`src/rtl/ula_pkg.sv`:
```
// Shared definitions for the ALU sequencing driver.
//   OP_*    : opcode values understood by the ula ALU (others yield zero)
//   state_e : driver FSM states
package ula_pkg;

  localparam logic [3:0] OP_ADD = 4'd0;
  localparam logic [3:0] OP_SUB = 4'd1;
  localparam logic [3:0] OP_AND = 4'd2;
  localparam logic [3:0] OP_OR  = 4'd3;

  typedef enum logic [1:0] {
    IDLE,
    WAIT,
    RESP
  } state_e;

endpackage

```
`src/rtl/ula_settle_counter.sv`:
```
// Loadable down-counter that times how long the ALU inputs settle.
//   clk, rst : clock, asynchronous active-high reset
//   load_i   : load SETTLE-1 (has priority over dec_i)
//   dec_i    : decrement while non-zero
//   done_o   : count has reached zero
module ula_settle_counter #(
  parameter int SETTLE = 1
) (
  input  logic clk,
  input  logic rst,
  input  logic load_i,
  input  logic dec_i,
  output logic done_o
);

  localparam int CNT_W = $clog2(SETTLE) + 1;

  logic [CNT_W-1:0] cnt_q;
  logic [CNT_W-1:0] cnt_d;

  always_comb begin
    cnt_d = cnt_q;
    if (load_i) begin
      cnt_d = CNT_W'(SETTLE - 1);
    end else if (dec_i && (cnt_q != '0)) begin
      cnt_d = cnt_q - 1'b1;
    end
  end

  always_ff @(posedge clk or posedge rst) begin
    if (rst) begin
      cnt_q <= '0;
    end else begin
      cnt_q <= cnt_d;
    end
  end

  assign done_o = (cnt_q == '0);

endmodule

```
`src/rtl/ula_driver.sv`:
```
// Sequencing initiator for the combinational ula ALU. Accepts a command,
// drives registered operands/opcode to the ALU, waits SETTLE cycles, captures
// the result into rsp_data and the accumulator, then offers it on a
// valid/ready response channel.
//   cmd_valid/cmd_ready, cmd_op, cmd_a_sel, cmd_a, cmd_b : command channel
//   alu_a, alu_b, alu_s (out), alu_out (in)              : ALU interface
//   rsp_valid/rsp_ready, rsp_data, rsp_zero              : response channel
//   acc  : accumulator (last captured result)
//   busy : a command is in flight
module ula_driver
  import ula_pkg::*;
#(
  parameter int WIDTH  = 8,
  parameter int OP_W   = 4,
  parameter int SETTLE = 1
) (
  input  logic             clk,
  input  logic             rst,
  input  logic             cmd_valid,
  output logic             cmd_ready,
  input  logic [OP_W-1:0]  cmd_op,
  input  logic             cmd_a_sel,
  input  logic [WIDTH-1:0] cmd_a,
  input  logic [WIDTH-1:0] cmd_b,
  output logic [WIDTH-1:0] alu_a,
  output logic [WIDTH-1:0] alu_b,
  output logic [OP_W-1:0]  alu_s,
  input  logic [WIDTH-1:0] alu_out,
  output logic             rsp_valid,
  input  logic             rsp_ready,
  output logic [WIDTH-1:0] rsp_data,
  output logic             rsp_zero,
  output logic [WIDTH-1:0] acc,
  output logic             busy
);

  state_e           state_q;
  logic [WIDTH-1:0] alu_a_q;
  logic [WIDTH-1:0] alu_b_q;
  logic [OP_W-1:0]  alu_s_q;
  logic [WIDTH-1:0] rsp_data_q;
  logic             rsp_zero_q;
  logic [WIDTH-1:0] acc_q;
  logic             rsp_valid_q;
  logic             busy_q;

  logic             cnt_load;
  logic             cnt_dec;
  logic             cnt_done;

  assign cnt_load = (state_q == IDLE) && cmd_valid;
  assign cnt_dec  = (state_q == WAIT);

  ula_settle_counter #(
    .SETTLE (SETTLE)
  ) u_settle (
    .clk    (clk),
    .rst    (rst),
    .load_i (cnt_load),
    .dec_i  (cnt_dec),
    .done_o (cnt_done)
  );

  always_ff @(posedge clk or posedge rst) begin
    if (rst) begin
      state_q     <= IDLE;
      alu_a_q     <= '0;
      alu_b_q     <= '0;
      alu_s_q     <= '0;
      rsp_data_q  <= '0;
      rsp_zero_q  <= 1'b0;
      acc_q       <= '0;
      rsp_valid_q <= 1'b0;
      busy_q      <= 1'b0;
    end else begin
      case (state_q)
        IDLE: begin
          if (cmd_valid) begin
            // Accumulator chaining samples acc as it stands at acceptance.
            alu_a_q <= cmd_a_sel ? acc_q : cmd_a;
            alu_b_q <= cmd_b;
            alu_s_q <= cmd_op;
            busy_q  <= 1'b1;
            state_q <= WAIT;
          end
        end
        WAIT: begin
          if (cnt_done) begin
            rsp_data_q  <= alu_out;
            acc_q       <= alu_out;
            rsp_zero_q  <= (alu_out == '0);
            rsp_valid_q <= 1'b1;
            state_q     <= RESP;
          end
        end
        RESP: begin
          if (rsp_ready) begin
            rsp_valid_q <= 1'b0;
            busy_q      <= 1'b0;
            state_q     <= IDLE;
          end
        end
        default: begin
          state_q <= IDLE;
        end
      endcase
    end
  end

  // State decode only; asynchronous reset forces IDLE so this follows at once.
  assign cmd_ready = (state_q == IDLE);
  assign alu_a     = alu_a_q;
  assign alu_b     = alu_b_q;
  assign alu_s     = alu_s_q;
  assign rsp_valid = rsp_valid_q;
  assign rsp_data  = rsp_data_q;
  assign rsp_zero  = rsp_zero_q;
  assign acc       = acc_q;
  assign busy      = busy_q;

endmodule
```
`config.mk`:
```
export PLATFORM = sky130hd
export DESIGN_NAME = ula_driver
export DESIGN_NICKNAME = d
export VERILOG_FILES = /design/src/rtl/ula_pkg.sv /design/src/rtl/ula_settle_counter.sv /design/src/rtl/ula_driver.sv
export SDC_FILE = /design/constraint.sdc
export NUM_CORES = 1
export LEC_CHECK = 0
export CAP_MARGIN = 20
export CELL_PAD_IN_SITES_DETAIL_PLACEMENT = 0
export CELL_PAD_IN_SITES_GLOBAL_PLACEMENT = 2
export CORE_MARGIN = 1.5
export CORE_UTILIZATION = 24
export DETAILED_ROUTE_END_ITERATION = 10
export PLACE_DENSITY_LB_ADDON = 0.1
export SKIP_LAST_GASP = 1
export SYNTH_ARGS = -nofsm -noshare
export SYNTH_HDL_FRONTEND = slang
export SYNTH_SLANG_ARGS = --single-unit
```
`constraint.sdc`:
```
create_clock -name clk -period 1.8 [get_ports clk]
set_input_delay 0.36 -clock clk [delete_from_list [all_inputs] [get_ports clk]]
set_output_delay 0.36 -clock clk [all_outputs]
set_load 0.02 [all_outputs]
```
Word level (Yosys, flattened, before mapping)
Cells that the tools add are included.
{"block": "word_totals", "n_memories": 0, "reg_bits": 34, "ramBits": 0, "output_inout_bits": 40, "latch_bits": 0, "elab_cells": 40, "mem_bits_ro": 0}
{"block": "classes", "div": 0, "shifts": 0, "muxes": 12, "reduce_logical": 12, "addsub": 1, "n_mul": 0, "n_lt_le_gt_ge": 0, "eq_ne": 5, "n_bitwise": 1}
{"operator": "3-bit AND reduction", "n": 3}
{"operator": "8-bit zero test", "n": 1}
{"operator": "8-bit two-way mux", "n": 1}
{"operator": "2-bit two-way mux", "n": 3}
{"operator": "2-bit != test (second input constant)", "n": 3}
{"operator": "2-bit case mux with 3 select lines", "n": 1}
{"operator": "2-bit nonzero test", "n": 3}
{"operator": "1-bit two-way mux", "n": 5}
{"operator": "1-bit case mux with 2 select lines", "n": 2}
{"operator": "2-bit AND reduction", "n": 2}
{"operator": "2-bit by 1-bit == test with 1-bit output (second input constant)", "n": 1}
{"operator": "2-bit == test (second input constant)", "n": 1}
{"operator": "1-bit logical AND", "n": 2}
{"operator": "2-bit zero test", "n": 1}
{"operator": "1-bit NOT", "n": 1}
{"operator": "1-bit subtractor (second input constant)", "n": 1}

Longest topological paths before layout
{"block": "depth", "word_depth": 4, "ltp_mapped": 6, "mapped_depth_nobuf": 3}

Hierarchy
A second synthesis with hierarchy kept.
{"block": "unflattened", "hier_cells": 117, "area_unflattened_um2": 1505.2}
{"module": "ula_driver", "instances": 1, "area_each_um2": 1460.2, "cells_per_inst": 113}
{"module": "ula_settle_counter", "instances": 1, "area_each_um2": 45.0, "cells_per_inst": 4}

Worst setup path after synthesis
No wires, ideal clock.
{"block": "synth_path", "kind": "reg2reg", "from": "reg state_q[0]", "to": "reg alu_b_q[0], in the netlist alu_b[0]", "setup_slack_ns": 0.441, "arrival_time_ns": 1.234, "setup_time_ns": 0.125, "n_path_buf": 3, "t_required_ns": 1.675, "stages_incl_launch_ff": 6, "cell_sequence": "dfrtp_1 buf_6 nor3b_2 buf_6 buf_12 mux2_4"}
{"block": "synth_via", "elab_chain_cells": 2}
{"element": "from (decl)", "line": "ula_driver.sv:37", "source": "state_e state_q;"}
{"element": "from (signal assigned)", "line": "ula_driver.sv:66", "source": "state_q <= IDLE;"}
{"element": "from (signal assigned)", "line": "ula_driver.sv:84", "source": "state_q <= WAIT;"}
{"element": "from (signal assigned)", "line": "ula_driver.sv:93", "source": "state_q <= RESP;"}
{"element": "2-bit zero test", "line": "ula_driver.sv:76", "source": "case (state_q)"}
{"element": "2-bit AND reduction (no source line)"}
{"element": "to (signal assigned)", "line": "ula_driver.sv:81", "source": "alu_b_q <= cmd_b;"}
{"element": "to (decl)", "line": "ula_driver.sv:39", "source": "logic [WIDTH-1:0] alu_b_q;"}
No other way between the ends.
A chain may end at the register's enable or synchronous reset.

Worst setup path after layout
{"block": "layout_path", "from": "reg acc_q[4], in the netlist acc[4]", "to": "out acc[4]"}
{"element": "from (decl)", "line": "ula_driver.sv:43", "source": "logic [WIDTH-1:0] acc_q;"}
{"element": "from (signal assigned)", "line": "ula_driver.sv:90", "source": "acc_q <= alu_out;"}
{"element": "to (decl)", "line": "ula_driver.sv:33", "source": "output logic [WIDTH-1:0] acc,"}
No word-level cell between the ends.

==> results.md <==
- CP Buf/Inv Count: 1
- Largest net degree at the start of global routing: 35
- Worst setup EP type: primary output
- # nets final: 222
- Vias: 1106
- Kind of critical path: flip-flop to primary output
- Transition time of the tightest slew-check pin: 0.440 ns
- Relative slew margins: 0.707
- CTS tree: yes
- Initial antenna violation count: 0
- Via density: 4.17
- Max FO, Critical Path: 4
- Register area share after synthesis: 0.564
- Commonest cells in the netlist: dfrtp_1, mux2_2, nor2_1, a21oi_1, buf_4
- Crit path launch type: flip-flop
- First drt pass iteration count: 4
- Setup WS pre-CTS: 0.0689 ns
- Total Power: 4.23 mW
- Endpoints failing hold: 0
- Post-CTS repair timing setup buffer count: 0
- Global-route wire length before repair: 5640 um
- Buffers on Ports: 72
- # IOs: 73
- Most frequent cell after synthesis: dfrtp_1
- Antenna Nets Post-Route: 0
- Critical path's top delay family: buffers and inverters
- Inserted Diodes: 0
- Grt met3 use: 0.0352
- Share of cells above drive strength 1: 0.200
- PwrDens: 1790 nW/um^2
- Clock sink total: 34
- Ys flop type: dfrtp_1
- Starting density of the core: 0.252
- Post-route core utilization: 0.395
- CTS H-tree lvls: 2
- Area delta synth->final: 56.6%
- Number of synthesized register bits: 34
- Worst Path Arrival: 1.34 ns
- Max_cap viols: 0
- YS warnings: 0
- Final Setup Violations: 0
- Die height: 82.3 um
- Busiest grt layer: met2
- Tcrit/Tclk final: 0.944
- Vias in the first global route: 1152
- Worst Skew: 0.00304 ns
- Total CTS buffers: 5
- Initial DRC Count: 55
- Core Region: 5990 um^2
- Filler instances: 583
- Achievable Freq: 588 MHz
- Hold WS: 0.480 ns
- RePlAce Congestion: 0.663
- Area leader, netlist: dfrtp_1
- Ys async rst share: 1.00
- Minimum clock period: 1.70 ns
- Max-slew violation count: 0
- DIE AREA: 6770 um^2
- Met1 GRT Util: 0.139
- Synth cell types: 18
- Slowest library cell on the worst path: clkdlybuf4s50_1
- Mapped Area: 1510 um^2
- Worst Hold Class: input port to async pin
- Total wire length: 3620 um
- Die Width: 82.3 um
- Final setup margin: 0.100 ns
- Status: completed
- M2 GR Usage: 0.181
- Lkg Pwr: 0.998 nW
- Synth Area per Inst: 12.9 um^2
- Synth area leaders: dfrtp_1, mux2_2, mux2i_1
- Detailed placer's ending HPWL: 2690 um
- Cell Chain, Critical Path: clkdlybuf4s50_1
- Routed len/inst: 13.6 um
- CP peak stage delay: 0.64 ns
- Synth top area share: 0.564
- Cells after Synth: 117
- Maximum VDD drop: 0.700 mV
- RSZ-0062 raised after global routing: false
- Root buffer cell: clkbuf_8
- Placement Rows: 28
- CP required: 1.44 ns
- Total GRT Usage: 0.114
- Drt drc: 0
- Post-synth EDFFs: 0
- Syn_nets: 150
- GRT overflow: 0
- Clk buf depth: 2
- Setup TNS after final layout: 0 ns
- Clk Latency, worst-skew pair: 0.27 ns
- Clock transition at path regs: 0.07 ns
==> timing repair <==
item | 4_1_cts | 5_1_grt
hold buffers | 0 | 0
endpoints found under the hold margin | 0 | 0
resized for setup | 0 | 1
endpoints found under the setup margin | 0 | 1
==> routing by layer <==
metal | wire [um] | vias up
met3 | 329 | 2
met4 | 24 | 0
met1 | 1550 | 528
met2 | 1720 | 47
li1 | - | 529
met5 | 0 | -
==> area by class of cell <==
class	instances	area, um^2	share of cell area
inverters	4	15.0	0.00635
multi-input cells	64	517	0.219
repair buffers	80	796	0.337
clock inverters	1	5.00	0.00212
well taps	75	93.8	0.0397
clock buffers	7	86.3	0.0365
flip-flops and latches	34	851	0.360
==> cells by family (layout without fill, tap and decap cells) <==
group,after synthesis,in the layout,share of synthesized area
buf+inv,19,92,0.0978
mux,29,29,0.219
compound gates,15,15,0.0539
flops,34,34,0.564
simple gates,20,20,0.0655
==> through the flow <==
stage | cell area [um^2] | std cells
2_1_floorplan | 1510 | 117
3_3_place_gp | 2270 | 257
3_5_place_dp | 2270 | 257
4_1_cts | 2360 | 265
5_1_grt | 2360 | 265
6_report | 2360 | 265
==> cells in the final DEF, fill, tap and decap left out, types with 4 or more instances in the layout <==
master and n:
clkdlybuf4s50_1 71, dfrtp_1 34, mux2_2 16, nor2_1 14, a21oi_1 10, mux2i_1 9, buf_4 7, clkbuf_8 6
mux2_4 4, inv_1 4
==> power breakdown <==
part / leakage [nW] / internal [mW] / switching, mW
clock: 0.0482 / 0.308 / 0.255
combinational: 0.553 / 1.22 / 1.06
sequential: 0.396 / 1.12 / 0.263
total: 0.998 / 2.66 / 1.57
==> state kept, by name, summed over array words and instances (netlist names) <==
signal          flops
rsp_zero            1
rsp_valid           1
acc                 8
alu_a               8
u_settle.cnt_q      1
alu_b               8
busy                1
state_q             2
alu_s               4
==> worst paths after layout <==
kind | start | endpoint | slack, ns | cells after the start
setup / recovery | acc[4]$_DFFE_PP0P_ | acc[4] | 0.10 | 1
hold / removal | rst | alu_b[0]$_DFFE_PP0P_ | 0.48 | 3
setup reg to reg | state_q[0]$_DFFE_PP0P_ | alu_b[1]$_DFFE_PP0P_ | 0.39 | 4
hold reg to reg | alu_b[3]$_DFFE_PP0P_ | alu_b[3]$_DFFE_PP0P_ | 0.51 | 1
max in group asynchronous | rst | acc[2]$_DFFE_PP0P_ | 1.01 | 3
min in group clk | alu_b[3]$_DFFE_PP0P_ | alu_b[3]$_DFFE_PP0P_ | 0.51 | 1
(Power assumes the default switching activity.)
